**config.mk**
```make
export PLATFORM = sky130hd
export DESIGN_NAME = seq_matcher
export DESIGN_NICKNAME = d
export VERILOG_FILES = /design/src/rtl/seq_matcher.sv
export SDC_FILE = /design/constraint.sdc
export NUM_CORES = 1
export LEC_CHECK = 0
export CORE_MARGIN = 2
export CORE_UTILIZATION = 54
export CTS_CLUSTER_SIZE = 28
export DETAILED_ROUTE_END_ITERATION = 16
export GPL_TIMING_DRIVEN = 0
export PLACE_DENSITY_LB_ADDON = 0.15
export REMOVE_ABC_BUFFERS = 1
export SKIP_LAST_GASP = 1
export SYNTH_ARGS = -nofsm -noshare
export SYNTH_HDL_FRONTEND = slang
export SYNTH_SLANG_ARGS = --single-unit
```
**constraint.sdc**
```tcl
create_clock -name clk -period 2.5 [get_ports clk]
set_clock_uncertainty 0.05 [all_clocks]
set_input_delay 0.5 -clock clk [delete_from_list [all_inputs] [get_ports clk]]
set_output_delay 0.5 -clock clk [all_outputs]
set_load 0.1 [all_outputs]
```
**src/rtl/seq_matcher.sv**
```systemverilog
// seq_matcher: serial bit-pattern detector with programmable masked slots and a saturating match counter.
module seq_matcher #(
  parameter int          DSIZE   = 8,
  parameter int          NPAT    = 2,
  parameter logic [31:0] PAT_DEF = 32'd85,
  parameter int          CNTW    = 8,
  localparam int         IW      = NPAT > 1 ? $clog2(NPAT) : 1
) (
  input  logic             clk,
  input  logic             rst_n,
  input  logic             ena,
  input  logic             si,
  input  logic             ovl,
  input  logic             cfg_we,
  input  logic [IW-1:0]    cfg_idx,
  input  logic [DSIZE-1:0] cfg_pat,
  input  logic [DSIZE-1:0] cfg_mask,
  input  logic             cnt_clr,
  output logic             match,
  output logic [IW-1:0]    match_id,
  output logic [CNTW-1:0]  match_cnt,
  output logic             cnt_sat
);
  localparam int FW = $clog2(DSIZE + 1);
  typedef enum logic [1:0] {IDLE, FILL, HUNT} state_t;
  state_t                      state_q, state_d;
  logic [DSIZE-1:0]            shreg_q, shreg_d, shreg_n;
  logic [FW-1:0]               fill_q, fill_d, fill_n;
  logic [NPAT-1:0][DSIZE-1:0]  pat_q, pat_d, mask_q, mask_d;
  logic                        match_q, match_d, hit;
  logic [IW-1:0]               match_id_q, match_id_d, hit_id;
  logic [CNTW-1:0]             cnt_q, cnt_d, cnt_base;
  logic                        sat_q, sat_d;

  always_comb begin
    shreg_n = {shreg_q[DSIZE-2:0], si};
    fill_n  = (state_q == HUNT || fill_q == FW'(DSIZE)) ? FW'(DSIZE) : fill_q + 1'b1;
    hit     = 1'b0;
    hit_id  = '0;
    // descending scan so the lowest hitting slot wins
    for (int k = NPAT - 1; k >= 0; k--)
      if (ena && fill_n == FW'(DSIZE) && ((shreg_n ^ pat_q[k]) & mask_q[k]) == '0) begin
        hit    = 1'b1;
        hit_id = IW'(k);
      end
    shreg_d    = ena ? shreg_n : '0;
    fill_d     = (!ena || (hit && !ovl)) ? '0 : fill_n;
    state_d    = !ena ? IDLE : fill_d == FW'(DSIZE) ? HUNT : FILL;
    match_d    = hit;
    match_id_d = hit ? hit_id : match_id_q;
    // clear first, then count a coincident detection
    cnt_base   = cnt_clr ? '0 : cnt_q;
    cnt_d      = (hit && cnt_base != '1) ? cnt_base + 1'b1 : cnt_base;
    sat_d      = (!cnt_clr && sat_q) || cnt_d == '1;
    pat_d      = pat_q;
    mask_d     = mask_q;
    for (int k = 0; k < NPAT; k++)
      if (cfg_we && cfg_idx == IW'(k)) begin
        pat_d[k]  = cfg_pat;
        mask_d[k] = cfg_mask;
      end
  end

  always_ff @(posedge clk or negedge rst_n)
    if (!rst_n) begin
      state_q    <= IDLE;
      shreg_q    <= '0;
      fill_q     <= '0;
      pat_q      <= {NPAT{PAT_DEF[DSIZE-1:0]}};
      mask_q     <= '1;
      match_q    <= 1'b0;
      match_id_q <= '0;
      cnt_q      <= '0;
      sat_q      <= 1'b0;
    end else begin
      state_q    <= state_d;
      shreg_q    <= shreg_d;
      fill_q     <= fill_d;
      pat_q      <= pat_d;
      mask_q     <= mask_d;
      match_q    <= match_d;
      match_id_q <= match_id_d;
      cnt_q      <= cnt_d;
      sat_q      <= sat_d;
    end

  assign match     = match_q;
  assign match_id  = match_id_q;
  assign match_cnt = cnt_q;
  assign cnt_sat   = sat_q;
endmodule
```
* Word level (Yosys, flattened, before mapping)
Index checks and enable logic that the tools add are counted.
Storage, ports and cells: word-level logic and storage cells 50, register bits 56, output and inout bits 11
Operators by class: muxes and demuxes 10, reduce and logical (&&, ||, !) cells 16, equal/unequal tests 6, add/subtract/negate cells 2, bitwise operators 5
Operator list (number):
- 8-bit bitwise AND | 2
- 8-bit logical NOT | 2
- 8-bit two-way mux | 2
- 8-bit XOR | 2
- 4-bit == test (second input constant) | 3
- 8-bit by 1-bit adder with 8-bit output (second input constant) | 1
- 8-bit == test (second input constant) | 1
- 1-bit logical AND | 8
- 4-bit two-way mux | 2
- 8-bit != test (second input constant) | 1
- 7-bit two-way mux | 1
- 4-bit by 1-bit adder with 4-bit output (second input constant) | 1
- 2-bit two-way mux | 2
- 1-bit logical NOT | 3
- 1-bit logical OR | 3
- 1-bit two-way mux | 3
- 2-bit == test (second input constant) | 1
- 1-bit inverter | 1

* Logic depth before layout (Yosys ltp)
depth after elaboration 14, mapped depth 11, mapped depth without buffers 10

* Worst setup path before layout
Ideal clock, no wire load.
kind register to register, start point register cnt_q[0], in the netlist match_cnt[0], end point register sat_q, in the netlist cnt_sat, arrival time 2863 ps, data required time 2327 ps, cell stages (with the launch flop) 11, setup time 123 ps, slack -536 ps, cell sequence dfrtp_1 nor2b_1 ha_1 nand4_1 nor2_1 nand4_1 and2_1 buf_2 mux2i_1 and3_1 a32o_1
Between the ends: longest elaborated chain between the ends 6, elaborated cells between the ends (all ways) 7, classes of those cells add/sub (1); eq/ne (2); mux (2); reduce/logical (2)
Ends and longest elaborated chain:
- from (decl) | line 32 | logic [CNTW-1:0] cnt_q, cnt_d, cnt_base;
- from (signal assigned) | line 83 | cnt_q <= cnt_d;
- 8-bit two-way mux * | line 52 | cnt_base = cnt_clr ? '0 : cnt_q;
- branches (longest 2 deep; another with 8-bit by 1-bit adder with 8-bit output)
- 8-bit two-way mux * | line 53 | cnt_d = (hit && cnt_base != '1) ? cnt_base + 1'b1 : cnt_base;
- 8-bit == test * | line 54 | sat_d = (!cnt_clr && sat_q) || cnt_d == '1;
- 1-bit logical OR * | line 54
- via sat_d | line 33 | logic sat_q, sat_d;
- to (signal assigned) | line 84 | sat_q <= sat_d;
- to (decl) | line 33
Mark *: on every way through the listed nets, which the timed path passes. A chain may end at the register's enable or synchronous reset.

* Worst setup path after layout
start point register cnt_q[4], in the netlist match_cnt[4], end point output match_cnt[4]
RTL lines:
- to (decl) | line 21 | output logic [CNTW-1:0] match_cnt,
No word-level cell between the ends.

==> run summary <==
run status - finished clean
initial antenna violation count - 0
Critical Path Slowest Stage Cell - clkdlybuf4s50_1
DPL Wire Length - 3501 um
Non-Filler Instances - 301
largest net degree at the start of global routing - 44
CP Class - reg2out
GR Util met1 - 25.14%
IO buf count - 34
WP buf/inv - 1
clock slew at reported path FFs - 90 ps
arrival time worst endpoint - 1900 ps
CP max FO - 4
Initial Util - 55.52%
total global routing overflow - 0
syn_area_per_cell - 12.96 um2
transition time at the pin with the least slew margin - 978.2 ps
Critical Path RT - 1950 ps
GR Util met3 - 3.429%
Ant. Diodes - 0
Slew HR - 34.58%
worst flop-to-flop path endpoint - cnt_sat
remaining antenna violation count - 0
GR peak layer - met2
placed cells - 284
vias post-DR - 1,714
crit share post-route - 97.90%
final WL - 5002 um
core outline area - 4692 um2
Cell variety after synth - 37
max incr delay on CP - 1160 ps
Critical Path, Cell by Cell - clkdlybuf4s50_1
post-route setup slack - 52.55 ps
Max Cap Violations - 0
Layout Utilization - 68.80%
VDD IR max - 0.3441 mV
per-cell routed wire length - 16.62 um
Longest Clk Path Bufs - 2
Yosys Warn Count - 0
number of synthesized flops with an enable pin - 0
Pwr Total - 1.881 mW
Post-Synthesis Cells - 201
Fin. Hold Viols - 0
FF-to-FF Start - fill_q[1]
total CTS buffers - 5
Max Clock Freq - 0.4086 GHz
Avg Vias per Cell - 5.694
Slew Limit Fails - 0
sequential cell area - 1433 um2
gpl congestion - 0.9625
post-synthesis async set-or-reset flop share - 100.0%
FF-to-FF path depth - 10
First-pass DRT Iterations - 4
Die X - 73.46 um
Crit path max-delay family - buffers and inverters
met2 Resource Use GR - 33.93%
CTS Root Cell - clkbuf_8
nets - 273
Clock Sinks - 56
WHS - 40.83 ps
Placement Setup Slack - -752.1 ps
register-to-register setup slack - 110 ps
Iter 0 DRT Violations - 84
IO Pins - 35
CTS tree - built
startpoint types - flop
All-Layer GR Usage - 19.78%
Syn-to-layout area delta - 23.92%
Yosys reg bits - 56
Rows - 25
clock latency at the later pin of the worst-skew pair - 300 ps
share of cells above drive strength 1 - 38.87%
Mapped Area - 2605 um2
vias in the first global route - 1,743
die height - 73.46 um
Filler Cells Inserted - 359
Residual DRC - 0
H-tree levels - 2
post-synthesis sequential area ratio - 54.95%
Top FF cell, synth - dfrtp_1
Final min period - 2447 ps
first-pass GRT wire length - 8142 um
full die area - 5396 um2
Multi-input gate area - 1211 um2
unrepaired setup endpoints after global routing - true
P_leak - 1.381 nW
Crit. End Element - output pin
Power Density - 582.8 nW/um2
Final Setup Violations - 0
HP Class - in2async
## cells by family after synthesis
logic type / synth area share (%)
adders and majority gates: 1.441
DFF: 54.95
xor gates and xnor gates: 8.069
muxes: 15.08
and+or+nand+nor: 12.30
AOI/OAI and AO/OA: 6.628
buffers and inverters: 1.537
## placed cells by master (no fill, tap or decap), types with 2 or more instances in the layout
cell / n
a21oi_4: 2
a22oi_1: 6
a22oi_2: 3
and2_1: 7
and2_4: 2
buf_2: 2
buf_4: 9
clkbuf_1: 2
clkbuf_8: 5
clkdlybuf4s50_1: 29
dfrtp_1: 31
dfstp_2: 24
dlymetal6s2s_1: 2
ha_4: 2
inv_1: 3
mux2_2: 34
nand2_1: 9
nand3_1: 2
nand4_1: 5
nor2_1: 8
nor2b_1: 4
nor2b_2: 2
nor3_1: 2
xnor2_1: 6
xor2_1: 18
## where the power goes
group          total, mW  internal (mW)  switching (mW)  leakage (nW)
registers           1.09           1.04          0.0570         0.673
clock network      0.461          0.196           0.265        0.0399
logic              0.327          0.174           0.154         0.668
total               1.88           1.41           0.476          1.38
## sequential cells by signal (all words and copies together), names as in the netlist
name	flops
fill_q	4
match_cnt	8
state_q	2
shreg_q	7
match_id	1
match	1
cnt_sat	1
pat_q	16
mask_q	16
## how the worst max path moves through the flow
stage / start / end / slack [ps] / cells after the start
after floorplan: match_cnt[0] / cnt_sat / -470 / 9
after global placement: rst_n / state_q[1] / -650 / 1
after detailed placement: cnt_clr / cnt_sat / -750 / 10
after CTS: si / cnt_sat / -40 / 9
after global routing: fill_q[0] / cnt_sat / -50 / 10
final: match_cnt[4] / match_cnt[4] / 50 / 1
## metal layers
| layer | up-vias | part of all wire [%] |
|---|---|---|
| met1 | 867 | 41 |
| li1 | 797 | - |
| met2 | 41 | 53 |
| met4 | 0 | 1.4 |
| met3 | 9 | 4.1 |
| met5 | - | 0 |
## stage by stage
| stage | area [um2] | TNS, ps |
|---|---|---|
| after global placement | 2988 | -28180 |
| after global routing | 3228 | -48.36 |
| after detailed placement | 3003 | -5757 |
| final | 3228 | 0 |
| after floorplan | 2580 | -1243 |
| after CTS | 3113 | -38.44 |
## repair_timing
action	CTS	global route
setup buffers	3	6
setup endpoints to repair	8	4
pin swaps	1	11
resized for setup	7	20
hold buffers	0	0
## cell type report
class,count,share of cell area (%)
clock inverter,1,0.1163
timing repair buffer,44,13.06
sequential,56,44.38
clock buffer,7,2.364
inverter,4,0.4651
multi-input combinational,135,37.52
tap,54,2.093
## cell usage after synthesis (all sizes together) (2+ instances only)
| library cell | n | area, um2 |
|---|---|---|
| inv | 4 | 15.01 |
| xnor2 | 6 | 52.55 |
| a21oi | 2 | 25.03 |
| nor3 | 3 | 15.01 |
| a22oi | 9 | 67.56 |
| nand3 | 2 | 10.01 |
| nor2b | 7 | 43.79 |
| clkbuf | 4 | 15.01 |
| nand4 | 7 | 65.06 |
| nor2 | 9 | 33.78 |
| dfstp | 24 | 630.6 |
| o21ai | 2 | 10.01 |
| ha | 3 | 37.54 |
| buf | 2 | 10.01 |
| mux2 | 34 | 382.9 |
| nand2 | 9 | 33.78 |
| dfrtp | 32 | 800.8 |
| xor2 | 18 | 157.7 |
| and2 | 9 | 56.30 |
(Power assumes the default switching activity.)
